`src/rtl/dc_sweep_pkg.sv`:
```
// Shared types for the DC sweep sequencer.
//   sweep_state_e : sequencer FSM states
//   sweep_rec_t   : one streamed measurement record (default widths)
package dc_sweep_pkg;

    localparam int unsigned DefIdxW = 8;
    localparam int unsigned DefAdcW = 16;

    typedef enum logic [2:0] {
        StIdle,
        StLoad,
        StSettle,
        StConvert,
        StEmit,
        StDone
    } sweep_state_e;

    typedef struct packed {
        logic [DefIdxW-1:0] vgs_idx;
        logic [DefIdxW-1:0] vds_idx;
        logic [DefAdcW-1:0] id;
    } sweep_rec_t;

endpackage

```
`src/rtl/dc_sweep_sequencer_if.sv`:
```
// ADC handshake and record stream of the DC sweep sequencer.
//   master : sequencer side (drives adc_req and the record stream)
//   slave  : front-end / sink side (drives adc_ack, adc_data, out_ready)
// adc_data and out_id carry two's complement currents.
interface dc_sweep_sequencer_if #(
    parameter int unsigned IDX_W = 8,
    parameter int unsigned ADC_W = 16
) ();

    logic             adc_req;
    logic             adc_ack;
    logic [ADC_W-1:0] adc_data;
    logic             out_valid;
    logic             out_ready;
    logic [IDX_W-1:0] out_vgs_idx;
    logic [IDX_W-1:0] out_vds_idx;
    logic [ADC_W-1:0] out_id;

    modport master (
        output adc_req,
        input  adc_ack,
        input  adc_data,
        output out_valid,
        input  out_ready,
        output out_vgs_idx,
        output out_vds_idx,
        output out_id
    );

    modport slave (
        input  adc_req,
        output adc_ack,
        output adc_data,
        input  out_valid,
        output out_ready,
        input  out_vgs_idx,
        input  out_vds_idx,
        input  out_id
    );

endinterface

```
`src/rtl/sweep_axis_cnt.sv`:
```
// One sweep axis: point index and DAC code with shadowed start/step/num.
//   cfg_load_i : capture start/step/num, restart at index 0 / start code
//   adv_i      : next point (index+1, code+step)
//   wrap_i     : back to index 0 / shadowed start code
//   last_o     : current index is the final point
//   carry_o    : code+step would leave the CODE_W range
module sweep_axis_cnt #(
    parameter int unsigned CODE_W = 12,
    parameter int unsigned IDX_W  = 8
) (
    input  logic              clk,
    input  logic              rst,
    input  logic              cfg_load_i,
    input  logic              adv_i,
    input  logic              wrap_i,
    input  logic [CODE_W-1:0] start_i,
    input  logic [CODE_W-1:0] step_i,
    input  logic [IDX_W-1:0]  num_i,
    output logic [IDX_W-1:0]  idx_o,
    output logic [CODE_W-1:0] code_o,
    output logic              last_o,
    output logic              carry_o
);

    localparam logic [IDX_W-1:0] IdxOne = IDX_W'(1);

    logic [CODE_W-1:0] start_q, step_q, code_q;
    logic [IDX_W-1:0]  num_q, idx_q;
    logic [CODE_W:0]   sum;

    assign sum     = {1'b0, code_q} + {1'b0, step_q};
    assign carry_o = sum[CODE_W];
    assign last_o  = (idx_q == (num_q - IdxOne));
    assign idx_o   = idx_q;
    assign code_o  = code_q;

    always_ff @(posedge clk) begin
        if (rst) begin
            start_q <= '0;
            step_q  <= '0;
            num_q   <= '0;
            idx_q   <= '0;
            code_q  <= '0;
        end else if (cfg_load_i) begin
            start_q <= start_i;
            step_q  <= step_i;
            num_q   <= num_i;
            idx_q   <= '0;
            code_q  <= start_i;
        end else if (adv_i) begin
            idx_q  <= idx_q + IdxOne;
            code_q <= sum[CODE_W-1:0];
        end else if (wrap_i) begin
            idx_q  <= '0;
            code_q <= start_q;
        end
    end

endmodule

```
`src/rtl/dc_sweep_sequencer.sv`:
```
// Two-level DC sweep sequencer: outer Vgs, inner Vds. Loads both DAC codes, waits
// settle_cyc cycles, requests one conversion and streams (vgs_idx, vds_idx, -I_probe).
//   clk, rst          : clock, synchronous active-high reset
//   start, abort      : sweep control pulses
//   vgs_*/vds_*       : axis start code, step, point count (sampled on start)
//   settle_cyc        : settle wait after each DAC load
//   dac_vgs/dac_vds   : DAC codes, dac_load strobes with each change
//   bus               : ADC req/ack handshake and valid/ready record stream
//   busy, done, err   : status; err flags a DAC code overflow
module dc_sweep_sequencer
    import dc_sweep_pkg::*;
#(
    parameter int unsigned CODE_W = 12,
    parameter int unsigned IDX_W  = 8,
    parameter int unsigned ADC_W  = 16,
    parameter int unsigned SET_W  = 16
) (
    input  logic              clk,
    input  logic              rst,
    input  logic              start,
    input  logic              abort,
    input  logic [CODE_W-1:0] vgs_start,
    input  logic [CODE_W-1:0] vgs_step,
    input  logic [IDX_W-1:0]  vgs_num,
    input  logic [CODE_W-1:0] vds_start,
    input  logic [CODE_W-1:0] vds_step,
    input  logic [IDX_W-1:0]  vds_num,
    input  logic [SET_W-1:0]  settle_cyc,
    output logic [CODE_W-1:0] dac_vgs,
    output logic [CODE_W-1:0] dac_vds,
    output logic              dac_load,
    dc_sweep_sequencer_if.master bus,
    output logic              busy,
    output logic              done,
    output logic              err
);

    localparam logic [SET_W-1:0] SetOne = SET_W'(1);
    localparam logic [ADC_W-1:0] AdcMin = {1'b1, {(ADC_W-1){1'b0}}};
    localparam logic [ADC_W-1:0] AdcMax = ~AdcMin;

    // Id = -I_probe; the most negative code has no positive twin, so clamp it.
    function automatic logic [ADC_W-1:0] neg_sat(input logic [ADC_W-1:0] d);
        return (d == AdcMin) ? AdcMax : (ADC_W'(0) - d);
    endfunction

    sweep_state_e      state_q, state_d;
    logic              err_q, err_d;
    logic [SET_W-1:0]  settle_cfg_q, settle_cnt_q, settle_cnt_d;
    logic [CODE_W-1:0] dac_vgs_q, dac_vds_q;
    logic              dac_load_q;
    logic [IDX_W-1:0]  out_vgs_idx_q, out_vds_idx_q;
    logic [ADC_W-1:0]  out_id_q;

    logic              cfg_load, vgs_adv, vds_adv, vds_wrap, dac_upd, capture;
    logic [IDX_W-1:0]  vgs_idx, vds_idx;
    logic [CODE_W-1:0] vgs_code, vds_code;
    logic              vgs_last, vds_last, vgs_carry, vds_carry;

    sweep_axis_cnt #(.CODE_W(CODE_W), .IDX_W(IDX_W)) u_vgs_cnt (
        .clk        (clk),
        .rst        (rst),
        .cfg_load_i (cfg_load),
        .adv_i      (vgs_adv),
        .wrap_i     (1'b0),
        .start_i    (vgs_start),
        .step_i     (vgs_step),
        .num_i      (vgs_num),
        .idx_o      (vgs_idx),
        .code_o     (vgs_code),
        .last_o     (vgs_last),
        .carry_o    (vgs_carry)
    );

    sweep_axis_cnt #(.CODE_W(CODE_W), .IDX_W(IDX_W)) u_vds_cnt (
        .clk        (clk),
        .rst        (rst),
        .cfg_load_i (cfg_load),
        .adv_i      (vds_adv),
        .wrap_i     (vds_wrap),
        .start_i    (vds_start),
        .step_i     (vds_step),
        .num_i      (vds_num),
        .idx_o      (vds_idx),
        .code_o     (vds_code),
        .last_o     (vds_last),
        .carry_o    (vds_carry)
    );

    assign busy = (state_q != StIdle) && (state_q != StDone);
    assign done = (state_q == StDone);
    assign err  = err_q;

    always_comb begin
        state_d      = state_q;
        err_d        = err_q;
        settle_cnt_d = settle_cnt_q;
        cfg_load     = 1'b0;
        vgs_adv      = 1'b0;
        vds_adv      = 1'b0;
        vds_wrap     = 1'b0;
        dac_upd      = 1'b0;
        capture      = 1'b0;
        case (state_q)
            StIdle, StDone: begin
                if (start && !abort) begin
                    cfg_load = 1'b1;
                    err_d    = 1'b0;
                    state_d  = ((vgs_num == '0) || (vds_num == '0)) ? StDone : StLoad;
                end
            end
            StLoad: begin
                dac_upd      = 1'b1;
                settle_cnt_d = settle_cfg_q;
                state_d      = (settle_cfg_q == '0) ? StConvert : StSettle;
            end
            StSettle: begin
                settle_cnt_d = settle_cnt_q - SetOne;
                if (settle_cnt_q == SetOne) state_d = StConvert;
            end
            StConvert: begin
                if (bus.adc_ack) begin
                    capture = 1'b1;
                    state_d = StEmit;
                end
            end
            StEmit: begin
                if (bus.out_ready) begin
                    if (!vds_last) begin
                        if (vds_carry) begin
                            err_d   = 1'b1;
                            state_d = StDone;
                        end else begin
                            vds_adv = 1'b1;
                            state_d = StLoad;
                        end
                    end else if (!vgs_last) begin
                        if (vgs_carry) begin
                            err_d   = 1'b1;
                            state_d = StDone;
                        end else begin
                            vgs_adv  = 1'b1;
                            vds_wrap = 1'b1;
                            state_d  = StLoad;
                        end
                    end else begin
                        state_d = StDone;
                    end
                end
            end
            default: state_d = StIdle;
        endcase
        // Abort overrides everything: no DAC update, no capture, no advance.
        if (abort && busy) begin
            state_d  = StDone;
            err_d    = 1'b0;
            vgs_adv  = 1'b0;
            vds_adv  = 1'b0;
            vds_wrap = 1'b0;
            dac_upd  = 1'b0;
            capture  = 1'b0;
        end
    end

    always_ff @(posedge clk) begin
        if (rst) begin
            state_q       <= StIdle;
            err_q         <= 1'b0;
            settle_cfg_q  <= '0;
            settle_cnt_q  <= '0;
            dac_vgs_q     <= '0;
            dac_vds_q     <= '0;
            dac_load_q    <= 1'b0;
            out_vgs_idx_q <= '0;
            out_vds_idx_q <= '0;
            out_id_q      <= '0;
        end else begin
            state_q      <= state_d;
            err_q        <= err_d;
            settle_cnt_q <= settle_cnt_d;
            dac_load_q   <= dac_upd;
            if (cfg_load) settle_cfg_q <= settle_cyc;
            if (dac_upd) begin
                dac_vgs_q <= vgs_code;
                dac_vds_q <= vds_code;
            end
            if (capture) begin
                out_vgs_idx_q <= vgs_idx;
                out_vds_idx_q <= vds_idx;
                out_id_q      <= neg_sat(bus.adc_data);
            end
        end
    end

    assign dac_vgs         = dac_vgs_q;
    assign dac_vds         = dac_vds_q;
    assign dac_load        = dac_load_q;
    assign bus.adc_req     = (state_q == StConvert);
    assign bus.out_valid   = (state_q == StEmit);
    assign bus.out_vgs_idx = out_vgs_idx_q;
    assign bus.out_vds_idx = out_vds_idx_q;
    assign bus.out_id      = out_id_q;

endmodule

```
`src/flat_wrapper.sv`:
```
// flat-port wrapper written by rule: the top's interface ports become plain ports
module dc_sweep_sequencer_flat import dc_sweep_pkg::*;
#(
    parameter int unsigned CODE_W = 12,
    parameter int unsigned IDX_W  = 8,
    parameter int unsigned ADC_W  = 16,
    parameter int unsigned SET_W  = 16
)
  (clk, rst, start, abort, vgs_start, vgs_step, vgs_num, vds_start, vds_step, vds_num, settle_cyc, dac_vgs, dac_vds, dac_load, busy, done, err, bus_adc_req, bus_adc_ack, bus_adc_data, bus_out_valid, bus_out_ready, bus_out_vgs_idx, bus_out_vds_idx, bus_out_id);
  dc_sweep_sequencer_if #(.IDX_W(IDX_W), .ADC_W(ADC_W)) bus_i ();
  input  logic clk;
  input  logic rst;
  input  logic start;
  input  logic abort;
  input  logic [CODE_W-1:0] vgs_start;
  input  logic [CODE_W-1:0] vgs_step;
  input  logic [IDX_W-1:0] vgs_num;
  input  logic [CODE_W-1:0] vds_start;
  input  logic [CODE_W-1:0] vds_step;
  input  logic [IDX_W-1:0] vds_num;
  input  logic [SET_W-1:0] settle_cyc;
  output logic [CODE_W-1:0] dac_vgs;
  output logic [CODE_W-1:0] dac_vds;
  output logic dac_load;
  output logic busy;
  output logic done;
  output logic err;
  output wire logic [$bits(bus_i.adc_req)-1:0] bus_adc_req;
  input wire logic [$bits(bus_i.adc_ack)-1:0] bus_adc_ack;
  input wire logic [$bits(bus_i.adc_data)-1:0] bus_adc_data;
  output wire logic [$bits(bus_i.out_valid)-1:0] bus_out_valid;
  input wire logic [$bits(bus_i.out_ready)-1:0] bus_out_ready;
  output wire logic [$bits(bus_i.out_vgs_idx)-1:0] bus_out_vgs_idx;
  output wire logic [$bits(bus_i.out_vds_idx)-1:0] bus_out_vds_idx;
  output wire logic [$bits(bus_i.out_id)-1:0] bus_out_id;
  assign bus_adc_req = bus_i.adc_req;
  assign bus_i.adc_ack = bus_adc_ack;
  assign bus_i.adc_data = bus_adc_data;
  assign bus_out_valid = bus_i.out_valid;
  assign bus_i.out_ready = bus_out_ready;
  assign bus_out_vgs_idx = bus_i.out_vgs_idx;
  assign bus_out_vds_idx = bus_i.out_vds_idx;
  assign bus_out_id = bus_i.out_id;
  dc_sweep_sequencer #(.CODE_W(CODE_W), .IDX_W(IDX_W), .ADC_W(ADC_W), .SET_W(SET_W)) u_core (.clk(clk), .rst(rst), .start(start), .abort(abort), .vgs_start(vgs_start), .vgs_step(vgs_step), .vgs_num(vgs_num), .vds_start(vds_start), .vds_step(vds_step), .vds_num(vds_num), .settle_cyc(settle_cyc), .dac_vgs(dac_vgs), .dac_vds(dac_vds), .dac_load(dac_load), .bus(bus_i), .busy(busy), .done(done), .err(err));
endmodule
```
`config.mk`:
```
export PLATFORM = sky130hd
export DESIGN_NAME = dc_sweep_sequencer_flat
export DESIGN_NICKNAME = d
export VERILOG_FILES = /design/src/rtl/dc_sweep_pkg.sv /design/src/rtl/dc_sweep_sequencer_if.sv /design/src/rtl/sweep_axis_cnt.sv /design/src/rtl/dc_sweep_sequencer.sv /design/src/flat_wrapper.sv
export SDC_FILE = /design/constraint.sdc
export NUM_CORES = 1
export LEC_CHECK = 0
export ABC_AREA = 1
export CORE_MARGIN = 5
export CORE_UTILIZATION = 25
export DETAILED_ROUTE_END_ITERATION = 16
export SKIP_CTS_REPAIR_TIMING = 1
export SYNTH_ARGS = -nofsm -noshare
export SYNTH_HDL_FRONTEND = slang
export SYNTH_SLANG_ARGS = --single-unit
```
`constraint.sdc`:
```
create_clock -name clk -period 4 [get_ports clk]
set_input_delay 0.6 -clock clk [delete_from_list [all_inputs] [get_ports clk]]
set_output_delay 0.6 -clock clk [all_outputs]
set_load 0.05 [all_outputs]
```
==> impl_metrics.toml <==
[run_status]
status = "finished clean"

[global_routing]
grt_pass1_vias = 9326
grt_pass1_wl_um = 49100
grt-ovfl-total = 0
antenna_found_initial = 2
grt_use_total = 0.144
grt_max_degree = 69

[setup_path]
worst-path-max-fanout = 8
arrival_ns = 2.34
cp.required_ns = 3.40
r2r_cells = 11
rr_endpoint = "u_core.u_vds_cnt.code_o[0]"
cp-end-kind = "primary output"
crit_path_top_delay_cell = "clkdlybuf4s50_1"
critPathLaunchType = "flip-flop"
path_buf_inv = 1
slowest_delay_ns = 0.94
r2r_slack_ns = 1.08
cp_top_family = "buffers and inverters"
timing.rr.start = "u_core.u_vgs_cnt.code_o[0]"
cp_cell_sequence = "nand2_1 > nor2_2 > clkdlybuf4s50_1"
crit_type = "reg -> out"

[clock_tree]
cts_buffers = 17
cts_tree = "built"
cts_root_buffer = "clkbuf_16"
htreeDepth = 4
clk_pin_slew_ns = 0.07
cts_sinks = 185
clk_path_buf_depth = 2
worstSkewPairLatency_ns = 0.44

[layout]
fin_cells = 2077
layout-drive-gt1-share = 0.0507
final_net_count = 1681
syn_to_final_growth_pct = 28.6
antenna_cells = 0
finish.utilization = 0.323

[synthesis]
yosysMostFrequentCell = "nor2_1"
yosys_register_bits = 185
syn_area_per_cell_um2 = 6.85
ys_top_cells_by_count = "nor2_1 (244), nand2_1 (237), dfxtp_1 (185)"
yosys.area.top_type_share = 0.384
synth_nets = 1542
synth_area_um2 = 9630
synth_seq_area_share = 0.384
synth_ff_type = "dfxtp_1"
synth_area_leader_cell = "dfxtp_1"
synth_area_leaders = "dfxtp_1 (38%), nor2_1 (9.5%), nand2_1 (9.2%), o21ai_0 (8.3%), inv_1 (5.5%)"
synthArstFlopShare = 0
synth_cell_types = 46
yosys_warnings = 0
synth-edff-count = 0
synth_cells = 1407

[die]
dieArea_um2 = 42600
row_count = 72
fp.coreArea_um2 = 38400
die_w_um = 206
initial_core_util = 0.251
io_pins = 164
fp.dieH_um = 206

[timing]
finalSetupViolCount = 0
tns_ns = 0
max_freq_ghz = 0.340
drv_slew = 0
worstMarginPinSlew_ns = 0.713
hold_viol = 0
fin_crit_ns = 2.94
post-route-period-util = 0.734
relSlewSlack = 0.525
setup_slack_ns = 1.06
rsz0062_at_grt = "no"
final.setup_skew_ns = 0.0184

[power]
vdd_drop_max_mv = 0.290
p_switching_mw = 3.11
pwr_density_cell_nw_per_um2 = 590
pwr-share-seq = 0.338
intPower_mw = 4.19
clkPwrFrac = 0.233
power_mw = 7.30
swShare = 0.426
power.leakage_nw = 5.18
pwr-share-comb = 0.429

[min_path]
worstHoldStart = "u_core.err"
hold_class = "reg -> reg"
holdPathStages = 2
hold_end = "u_core.err"

[placement]
gp_congestion = 0.892
post-place-ws_ns = 1.01
hpwl_um = 22700
dp.cells = 2045
io_buffers = 163

[drt]
vias = 9571
routed_via_density = 4.61
drt_iter0_drc = 501
drc = 0
antenna_left = 0
routedWlPerCell_um = 14.6
first_pass_iters = 5
drt_wl_total_um = 30300

[run]
drv_cap = 0
[final cells by class]
| class | instances | area (µm²) |
|---|---|---|
| Tap cell | 518 | 648 |
| Sequential cell | 185 | 3700 |
| Clock inverter | 13 | 134 |
| Multi-Input combinational cell | 1011 | 5120 |
| Fill cell | 4215 | 26000 |
| Inverter | 155 | 584 |
| Timing Repair Buffer | 176 | 1740 |
| Clock buffer | 19 | 453 |
[logic make-up after synthesis]
family / share of synthesized area
AOI/OAI and AO/OA: 0.170
xor gates and xnor gates: 0.0345
adders and majority gates: 0.0444
buffers and inverters: 0.0849
DFF: 0.384
and+or+nand+nor: 0.281
[power by group through the flow]
stage / sequential [mW] / combinational (mW) / clock (mW)
finish: 2.47 / 3.14 / 1.70
global route: 2.52 / 3.53 / 1.83
CTS: 2.47 / 3.15 / 1.75
detailed placement: 2.50 / 3.14 / 0
global placement: 2.50 / 3.11 / 0
floorplan: 2.76 / 1.96 / 0
[layer usage]
| metal | share of wire | track usage |
|---|---|---|
| met2 | 0.47 | 0.238 |
| met1 | 0.46 | 0.190 |
| met4 | 0.011 | 0.0285 |
| met5 | 0.00096 | 0 |
| met3 | 0.061 | 0.0370 |
[worst min-delay path, cell delays in order (launching register included)]
cell     delay (ns)
dfxtp_1        0.31
inv_1          0.05
a21oi_1        0.05
[sequential cells by signal, summed over array words and instances, names as in the netlist, 3 cells and up]
signal	count
u_core.bus.out_id	16
u_core.bus.out_vds_idx	8
u_core.bus.out_vgs_idx	8
u_core.dac_vds	12
u_core.dac_vgs	12
u_core.settle_cfg_q	16
u_core.settle_cnt_q	16
u_core.state_q	3
u_core.u_vds_cnt.code_o	12
u_core.u_vds_cnt.idx_o	8
u_core.u_vds_cnt.num_q	8
u_core.u_vds_cnt.start_q	12
u_core.u_vds_cnt.step_q	12
u_core.u_vgs_cnt.code_o	12
u_core.u_vgs_cnt.idx_o	8
u_core.u_vgs_cnt.num_q	8
u_core.u_vgs_cnt.step_q	12
[metrics by stage]
stage | hold slack [ns] | instance area, µm²
5_1_grt | 0.480 | 12400
2_1_floorplan | 0.439 | 9630
3_5_place_dp | 0.451 | 11800
3_3_place_gp | 0.444 | 11800
4_1_cts | 0.462 | 12400
6_report | 0.453 | 12400
[worst max-delay path by stage]
stage,from,end,slack (ns),cells after the start
final,u_core.state_q[2],bus_out_valid,1.06,3
after global routing,u_core.u_vgs_cnt.code_o[0],u_core.u_vds_cnt.code_o[5],0.80,11
after CTS,u_core.u_vgs_cnt.code_o[0],u_core.u_vds_cnt.code_o[3],1.00,11
after detailed placement,u_core.u_vgs_cnt.code_o[0],u_core.u_vds_cnt.code_o[0],1.01,11
after global placement,u_core.u_vgs_cnt.code_o[0],u_core.u_vds_cnt.code_o[0],1.08,11
after floorplan,u_core.u_vds_cnt.code_o[0],u_core.u_vds_cnt.code_o[11],1.72,13
[cell usage in the layout (no fill, tap or decap), drive strengths merged, types with 3 or more instances in the layout]
cell | netlist | final
buf | 16 | 13
clkinvlp | 0 | 4
o22ai | 17 | 17
o21bai | 3 | 3
xnor2 | 16 | 16
nor3 | 23 | 23
dfxtp | 185 | 185
nor4 | 10 | 10
nand3b | 6 | 6
xor2 | 22 | 22
or2 | 4 | 4
o21ai | 160 | 160
nand4 | 33 | 33
clkinv | 2 | 5
inv | 153 | 158
nand2 | 238 | 238
ha | 31 | 31
nor2 | 251 | 251
a21oi | 101 | 101
o211ai | 8 | 8
clkdlybuf4s50 | 0 | 163
a31oi | 10 | 10
nand3 | 65 | 65
clkbuf | 40 | 19
No activity file was read; power rests on OpenSTA's default activity.
